## src/rtl/mem_arbiter.sv

```systemverilog
// Fetch/data arbiter onto one fixed-latency memory port, one transaction at a time.
// Simultaneous requests alternate by owner; illegal data accesses are acked with d_err, no memory issue.
module mem_arbiter #(
    parameter int MEM_LATENCY = 2
) (
    input  logic        clk,
    input  logic        reset,
    input  logic        if_req,
    input  logic [31:0] if_addr,
    output logic        if_ack,
    output logic [31:0] if_rdata,
    input  logic        d_req,
    input  logic        d_we,
    input  logic [31:0] d_addr,
    input  logic [31:0] d_wdata,
    input  logic [1:0]  d_size,
    input  logic        d_sign,
    output logic        d_ack,
    output logic        d_err,
    output logic [31:0] d_rdata,
    output logic        mem_en,
    output logic        mem_we,
    output logic [31:0] mem_addr,
    output logic [31:0] mem_wdata,
    output logic [1:0]  mem_size,
    output logic        mem_sign,
    input  logic [31:0] mem_rdata,
    output logic        busy,
    output logic        owner
);
    localparam logic [3:0] LAT_M1 = 4'(MEM_LATENCY - 1);

    typedef enum logic [1:0] {IDLE, ACCESS, DONE} state_t;

    state_t      state_q, state_d;
    logic [3:0]  cnt_q, cnt_d;
    logic        owner_q, owner_d;
    logic        err_q, err_d;
    logic        en_q, en_d;
    logic        we_q, we_d;
    logic [31:0] addr_q, addr_d;
    logic [31:0] wdata_q, wdata_d;
    logic [1:0]  size_q, size_d;
    logic        sign_q, sign_d;
    logic [31:0] ird_q, ird_d;
    logic [31:0] drd_q, drd_d;

    logic gnt_data, d_bad;

    // Data wins when it is alone, or when both ask and fetch held the last grant.
    assign gnt_data = d_req & (~if_req | ~owner_q);
    assign d_bad    = (d_size == 2'b11) |
                      ((d_size == 2'b01) & d_addr[0]) |
                      ((d_size == 2'b10) & (d_addr[1:0] != 2'b00));

    always_comb begin
        state_d = state_q;
        cnt_d   = cnt_q;
        owner_d = owner_q;
        err_d   = err_q;
        en_d    = 1'b0;
        we_d    = we_q;
        addr_d  = addr_q;
        wdata_d = wdata_q;
        size_d  = size_q;
        sign_d  = sign_q;
        ird_d   = ird_q;
        drd_d   = drd_q;
        case (state_q)
            IDLE: begin
                if (if_req | d_req) begin
                    state_d = ACCESS;
                    cnt_d   = LAT_M1;
                    owner_d = gnt_data;
                    if (gnt_data) begin
                        addr_d  = d_addr;
                        wdata_d = d_wdata;
                        we_d    = d_we;
                        size_d  = d_size;
                        sign_d  = d_sign;
                        err_d   = d_bad;
                        en_d    = ~d_bad;
                    end else begin
                        addr_d  = if_addr;
                        wdata_d = 32'h0;
                        we_d    = 1'b0;
                        size_d  = 2'b10;
                        sign_d  = 1'b0;
                        err_d   = 1'b0;
                        en_d    = 1'b1;
                    end
                end
            end
            ACCESS: begin
                // A rejected access never touched memory, so it leaves after one cycle.
                if (err_q || cnt_q == 4'd0) begin
                    state_d = DONE;
                    if (!err_q && !we_q) begin
                        if (owner_q) drd_d = mem_rdata;
                        else         ird_d = mem_rdata;
                    end
                end else begin
                    cnt_d = cnt_q - 4'd1;
                end
            end
            DONE:    state_d = IDLE;
            default: state_d = IDLE;
        endcase
    end

    always_ff @(posedge clk or negedge reset) begin
        if (!reset) begin
            state_q <= IDLE;
            cnt_q   <= 4'd0;
            owner_q <= 1'b0;
            err_q   <= 1'b0;
            en_q    <= 1'b0;
            we_q    <= 1'b0;
            addr_q  <= 32'h0;
            wdata_q <= 32'h0;
            size_q  <= 2'b00;
            sign_q  <= 1'b0;
            ird_q   <= 32'h0;
            drd_q   <= 32'h0;
        end else begin
            state_q <= state_d;
            cnt_q   <= cnt_d;
            owner_q <= owner_d;
            err_q   <= err_d;
            en_q    <= en_d;
            we_q    <= we_d;
            addr_q  <= addr_d;
            wdata_q <= wdata_d;
            size_q  <= size_d;
            sign_q  <= sign_d;
            ird_q   <= ird_d;
            drd_q   <= drd_d;
        end
    end

    assign busy      = (state_q != IDLE);
    assign owner     = owner_q;
    assign if_ack    = (state_q == DONE) & ~owner_q;
    assign d_ack     = (state_q == DONE) & owner_q;
    assign d_err     = d_ack & err_q;
    assign if_rdata  = ird_q;
    assign d_rdata   = drd_q;
    assign mem_en    = en_q;
    assign mem_we    = en_q & we_q;
    assign mem_addr  = addr_q;
    assign mem_wdata = wdata_q;
    assign mem_size  = size_q;
    assign mem_sign  = sign_q;

endmodule

```

## config.mk

```make
export PLATFORM = sky130hd
export DESIGN_NAME = mem_arbiter
export DESIGN_NICKNAME = d
export VERILOG_FILES = /design/src/rtl/mem_arbiter.sv
export SDC_FILE = /design/constraint.sdc
export NUM_CORES = 1
export LEC_CHECK = 0
export CAP_MARGIN = 20
export CORE_ASPECT_RATIO = 1.4
export CORE_UTILIZATION = 30
export CTS_BUF_LIST = sky130_fd_sc_hd__clkbuf_4 sky130_fd_sc_hd__clkbuf_8
export DETAILED_ROUTE_END_ITERATION = 10
export SLEW_MARGIN = 20
export SYNTH_ARGS = -nofsm -noshare
export SYNTH_HDL_FRONTEND = slang
export SYNTH_SLANG_ARGS = --single-unit
```

## constraint.sdc

```tcl
create_clock -name clk -period 4.5 [get_ports clk]
set_input_delay 0.45 -clock clk [delete_from_list [all_inputs] [get_ports clk]]
set_output_delay 0.45 -clock clk [all_outputs]
set_load 0.01 [all_outputs]
```

# Word-level counts from Yosys, hierarchy flattened

Index checks and enable logic that the tools add are counted.

Register bits after elaboration: 141

Add/subtract/negate cells: 1
Equality and inequality tests: 8
Multiplexer cells: 15
Bitwise gates (word level): 14
Reductions and logical operators: 14

Operator list:

| kind                                                | number |
|---|---|
| 2-to-1 mux 32 bit                                   | 2 |
| 2-to-1 mux 4 bit                                    | 2 |
| case mux 4 bit (2 select lines)                     | 1 |
| AND reduction 4 bit                                 | 2 |
| bitwise AND 1 bit                                   | 7 |
| equality test 2 bit, second input constant          | 3 |
| 2-to-1 mux 1 bit                                    | 6 |
| 2-to-1 mux 2 bit                                    | 3 |
| != test 2 bit, second input constant                | 3 |
| nonzero test 2 bit                                  | 3 |
| equality test 2 x 1 -> 1 bit, second input constant | 2 |
| zero test 4 bit                                     | 1 |
| bitwise OR 1 bit                                    | 4 |
| case mux 2 bit (2 select lines)                     | 1 |
| AND reduction 2 bit                                 | 2 |
| subtractor 4 x 1 -> 4 bit, second input constant    | 1 |
| NOT 1 bit                                           | 3 |
| AND reduction 3 bit                                 | 1 |
| zero test 1 bit                                     | 2 |
| zero test 2 bit                                     | 1 |
| logical AND 1 bit                                   | 1 |
| logical OR 1 bit                                    | 1 |

# Longest topological paths before layout

Word-level depth: 8
Gate-level depth with buffers: 7
Depth with buffers taken out: 6

# Worst setup path before layout

No wires, ideal clock.

Kind: reg2reg
Start: register cnt_q[0]
End: register ird_q[11] (netlist: if_rdata[11])
Library setup time: 0.125 ns
Data arrival time: 1.856 ns
Path slack: 2.519 ns
Stages on the path, launching flop included: 7
Buffers on the path: 1
Clock period less this slack: 1.981 ns
Path through: dfrtp_1 -> inv_1 -> ha_1 -> or3b_4 -> nor4_4 -> buf_6 -> mux2_2

Longest elaborated chain between the ends: 3

RTL lines:

| element                              | line | text |
|---|---|---|
| start, declared                      | 36   | `logic [3:0] cnt_q, cnt_d;` |
| start signal, assigned               | 127  | `cnt_q <= cnt_d;` |
| zero test 4 bit                      | 96   | `if (err_q \|\| cnt_q == 4'd0) begin` |
| logical OR 1 bit                     | 96   |  |
| AND reduction 4 bit (no source line) | -    |  |
| end signal, assigned                 | 136  | `ird_q <= ird_d;` |
| end, declared                        | 45   | `logic [31:0] ird_q, ird_d;` |

No other way between the ends.
A chain may end at the register's enable or synchronous reset.

# Worst setup path after layout

Start: register owner_q (netlist: owner)
End: output d_err

Longest elaborated chain between the ends: 2

RTL lines:

| element                | line | text |
|---|---|---|
| start, declared        | 37   | `logic owner_q, owner_d;` |
| start signal, assigned | 128  | `owner_q <= owner_d;` |
| bitwise AND 1 bit      | 144  | `assign d_ack = (state_q == DONE) & owner_q;` |
| bitwise AND 1 bit      | 145  | `assign d_err = d_ack & err_q;` |
| end, declared          | 19   | `output logic d_err,` |

No other way between the ends.

==> flow_summary.ini <==
[setup_path]
cp.arrival_ns = 1.94
crit_required_ns = 4.05
worstPathMaxFanout = 7
end_kind = output port
crit_chain = and3b_1 > and2_1 > clkdlybuf4s50_1
slowest_delay_ns = 0.59
rr_worst_depth = 6
cp-start-kind = flip-flop
worst-setup-path-type = flip-flop to output port
r2r_slack_ns = 2.12
worst_path_max_delay_cell = dfrtp_1

[hold_path]
hp-class = primary input to async pin

[pwr]
internal_power_mw = 4.038
sw_frac_of_total_pct = 33.71
finalPower_mw = 6.092
p_sw_mw = 2.054
total_leakage_power_nw = 3.780
combinationalPowerShare_pct = 47.8
power-per-cell-area_nw_per_um2 = 680.3
seq_power_share_pct = 37.5
ir_worst_vdd_mv = 0.3270
pwr-share-clk_pct = 14.7

[cts]
cts_tree = built
ctsRootBufferMaster = clkbuf_8
cts_htree_levels = 4
cts_setup_buffers = 0
holdBufCountCts = 0
cts_num_sinks = 141
clk_latency_ns = 0.44
clk_pin_slew_worst_paths_ns = 0.08
numCtsBuffers = 17
cts_resized = 0
clockBufferDepth = 2

[sta]
rsz0062_at_grt = false
tns_ns = 0
max_slew_margin_pct = 38.73
period_share_pct = 53.21
finalWorstSetupSlack_ns = 2.106
fmax_ghz = 0.4177
setup_viol = 0
maxSlewViolCount = 0
hold_viol_final = 0
worstMarginPinSlew_ns = 0.9190
skew_ns = 0.01643
finalCriticalPeriod_ns = 2.394

[grt]
grt_max_degree = 102
grt_pass1_vias = 4661
grt_overflow = 0
track_usage_pct = 16.32
grt_pass1_wl_um = 24340
antenna_found_initial = 0

[floorplan]
dieArea_um2 = 19300
core_um2 = 18140
die_height_um = 164.0
num_rows = 58
die_w_um = 117.7
io_pins = 274
start_util_pct = 30.99

[flow_run]
max_cap_violations = 0

[logic_synthesis]
synth_top_area_cell = dfrtp_1
synth-async-reset-ratio_pct = 100.0
synth_area_um2 = 5622
syn_inst = 408
synth_ff_type = dfrtp_1
synth-seq-area-share_pct = 62.76
ys_ff_latch = 141
synthTopCellsByCount = 141 x dfrtp_1, 52 x mux2_2, 35 x a22o_1, 35 x o21ai_0, 33 x nand2_1
avgSynthCellArea_um2 = 13.78
syn-num-nets = 546
yosysMostFrequentCell = dfrtp_1
ys_types = 32
synth_area_leaders = dfrtp_1 63%, mux2_2 10%, mux2i_1 5.7%, a22o_1 5.5%, o21ai_0 3.1%
synth_edf_count = 0
yosysTopAreaCellShare_pct = 62.76
synth-warning-count = 0

[drt]
drc = 0
drt_iter0_drc = 154
wire_per_inst_um = 16.28
first_pass_iters = 4
vias = 4264
ant_nets = 0
wirelength_um = 15190
avgViaCountPerCell = 4.570

[final_layout]
area_growth_syn_to_layout_pct = 59.29
diodes = 0
nNetsFinal = 819
layout-drive-gt1-share_pct = 14.00
fin_cells = 933

[place]
io_buffers = 273
pre_cts_ws_ns = 1.931
gp_congestion = 0.7809
dp_cells = 901
hpwlAfterDp_um = 11130

[run_status]
status = completed
## cell families after synthesis
group | count (synthesis) | share of synthesized area [%]
simple gates | 55 | 4.963
mux | 98 | 18.92
fa+ha+maj | 2 | 0.4451
buf+inv | 32 | 3.094
flops | 141 | 62.76
compound gates | 80 | 9.815
## cell usage in the layout (no fill, tap or decap), types with 3 or more instances in the layout
| master | Yosys | final |
|---|---|---|
| inv_1 | 7 | 7 |
| o21ai_0 | 35 | 35 |
| clkdlybuf4s50_1 | 0 | 272 |
| clkinvlp_4 | 0 | 5 |
| nand2_1 | 33 | 33 |
| mux2i_1 | 32 | 32 |
| mux2_2 | 52 | 52 |
| buf_4 | 0 | 4 |
| a22o_1 | 35 | 35 |
| dfrtp_1 | 141 | 141 |
| nor2_1 | 6 | 6 |
| clkinv_4 | 0 | 3 |
| mux2_1 | 14 | 14 |
| and2_1 | 3 | 3 |
| clkbuf_8 | 0 | 18 |
## final timing paths
path / from / end
setup / recovery: owner / d_err
hold / removal: reset / d_rdata[10]
setup reg to reg: cnt_q[0] / d_rdata[16]
hold reg to reg: mem_addr[10] / mem_addr[10]
max in group asynchronous: reset / if_rdata[26]
min in group clk: mem_addr[10] / mem_addr[10]
## metrics by stage
stage	util, %	cell area [um2]	hold WS (ns)
floorplan	-	5622	0.1544
global placement	47.30	8581	0.4625
detailed placement	47.30	8581	0.4700
CTS	49.21	8927	0.1379
global route	49.36	8955	0.1765
finish	49.36	8955	0.1308
## registers in the layout, summed over array words and instances (netlist names)
name and cells:
err_q 1, owner 1, mem_addr 32, d_rdata 32
mem_en 1, mem_wdata 32, if_rdata 32, cnt_q 4
mem_size 2, mem_sign 1, state_q 2, we_q 1
## layer usage
| layer | wire, um | global-route usage [%] | vias up |
|---|---|---|---|
| li1 | - | - | 1996 |
| met2 | 7649 | 27.94 | 198 |
| met5 | 0 | 0 | - |
| met1 | 6137 | 18.58 | 2055 |
| met3 | 1155 | 5.486 | 15 |
| met4 | 246 | 6.935 | 0 |
## critical path, delay by kind of cell (launching register included)
family,cells,cell delay (ns)
flops,1,0.59
simple gates,2,0.37
buf+inv,1,0.56
## area by class of cell
class / count / area (um2)
fill: 1672 / 9188
sequential: 141 / 3528
timing repair buffer: 279 / 2811
multi-input combinational: 235 / 1942
tap: 240 / 300.3
clock buffer: 19 / 255.2
clock inverter: 12 / 91.34
inverter: 7 / 26.28
## power groups by stage
stage	Sequential, mW	Clock, mW	Combinational, mW
floorplan	2.55	0	0.980
global placement	2.28	0	2.87
detailed placement	2.31	0	2.92
CTS	2.30	0.942	2.93
global route	2.38	1.00	3.12
finish	2.29	0.896	2.91
(Power assumes the default switching activity.)
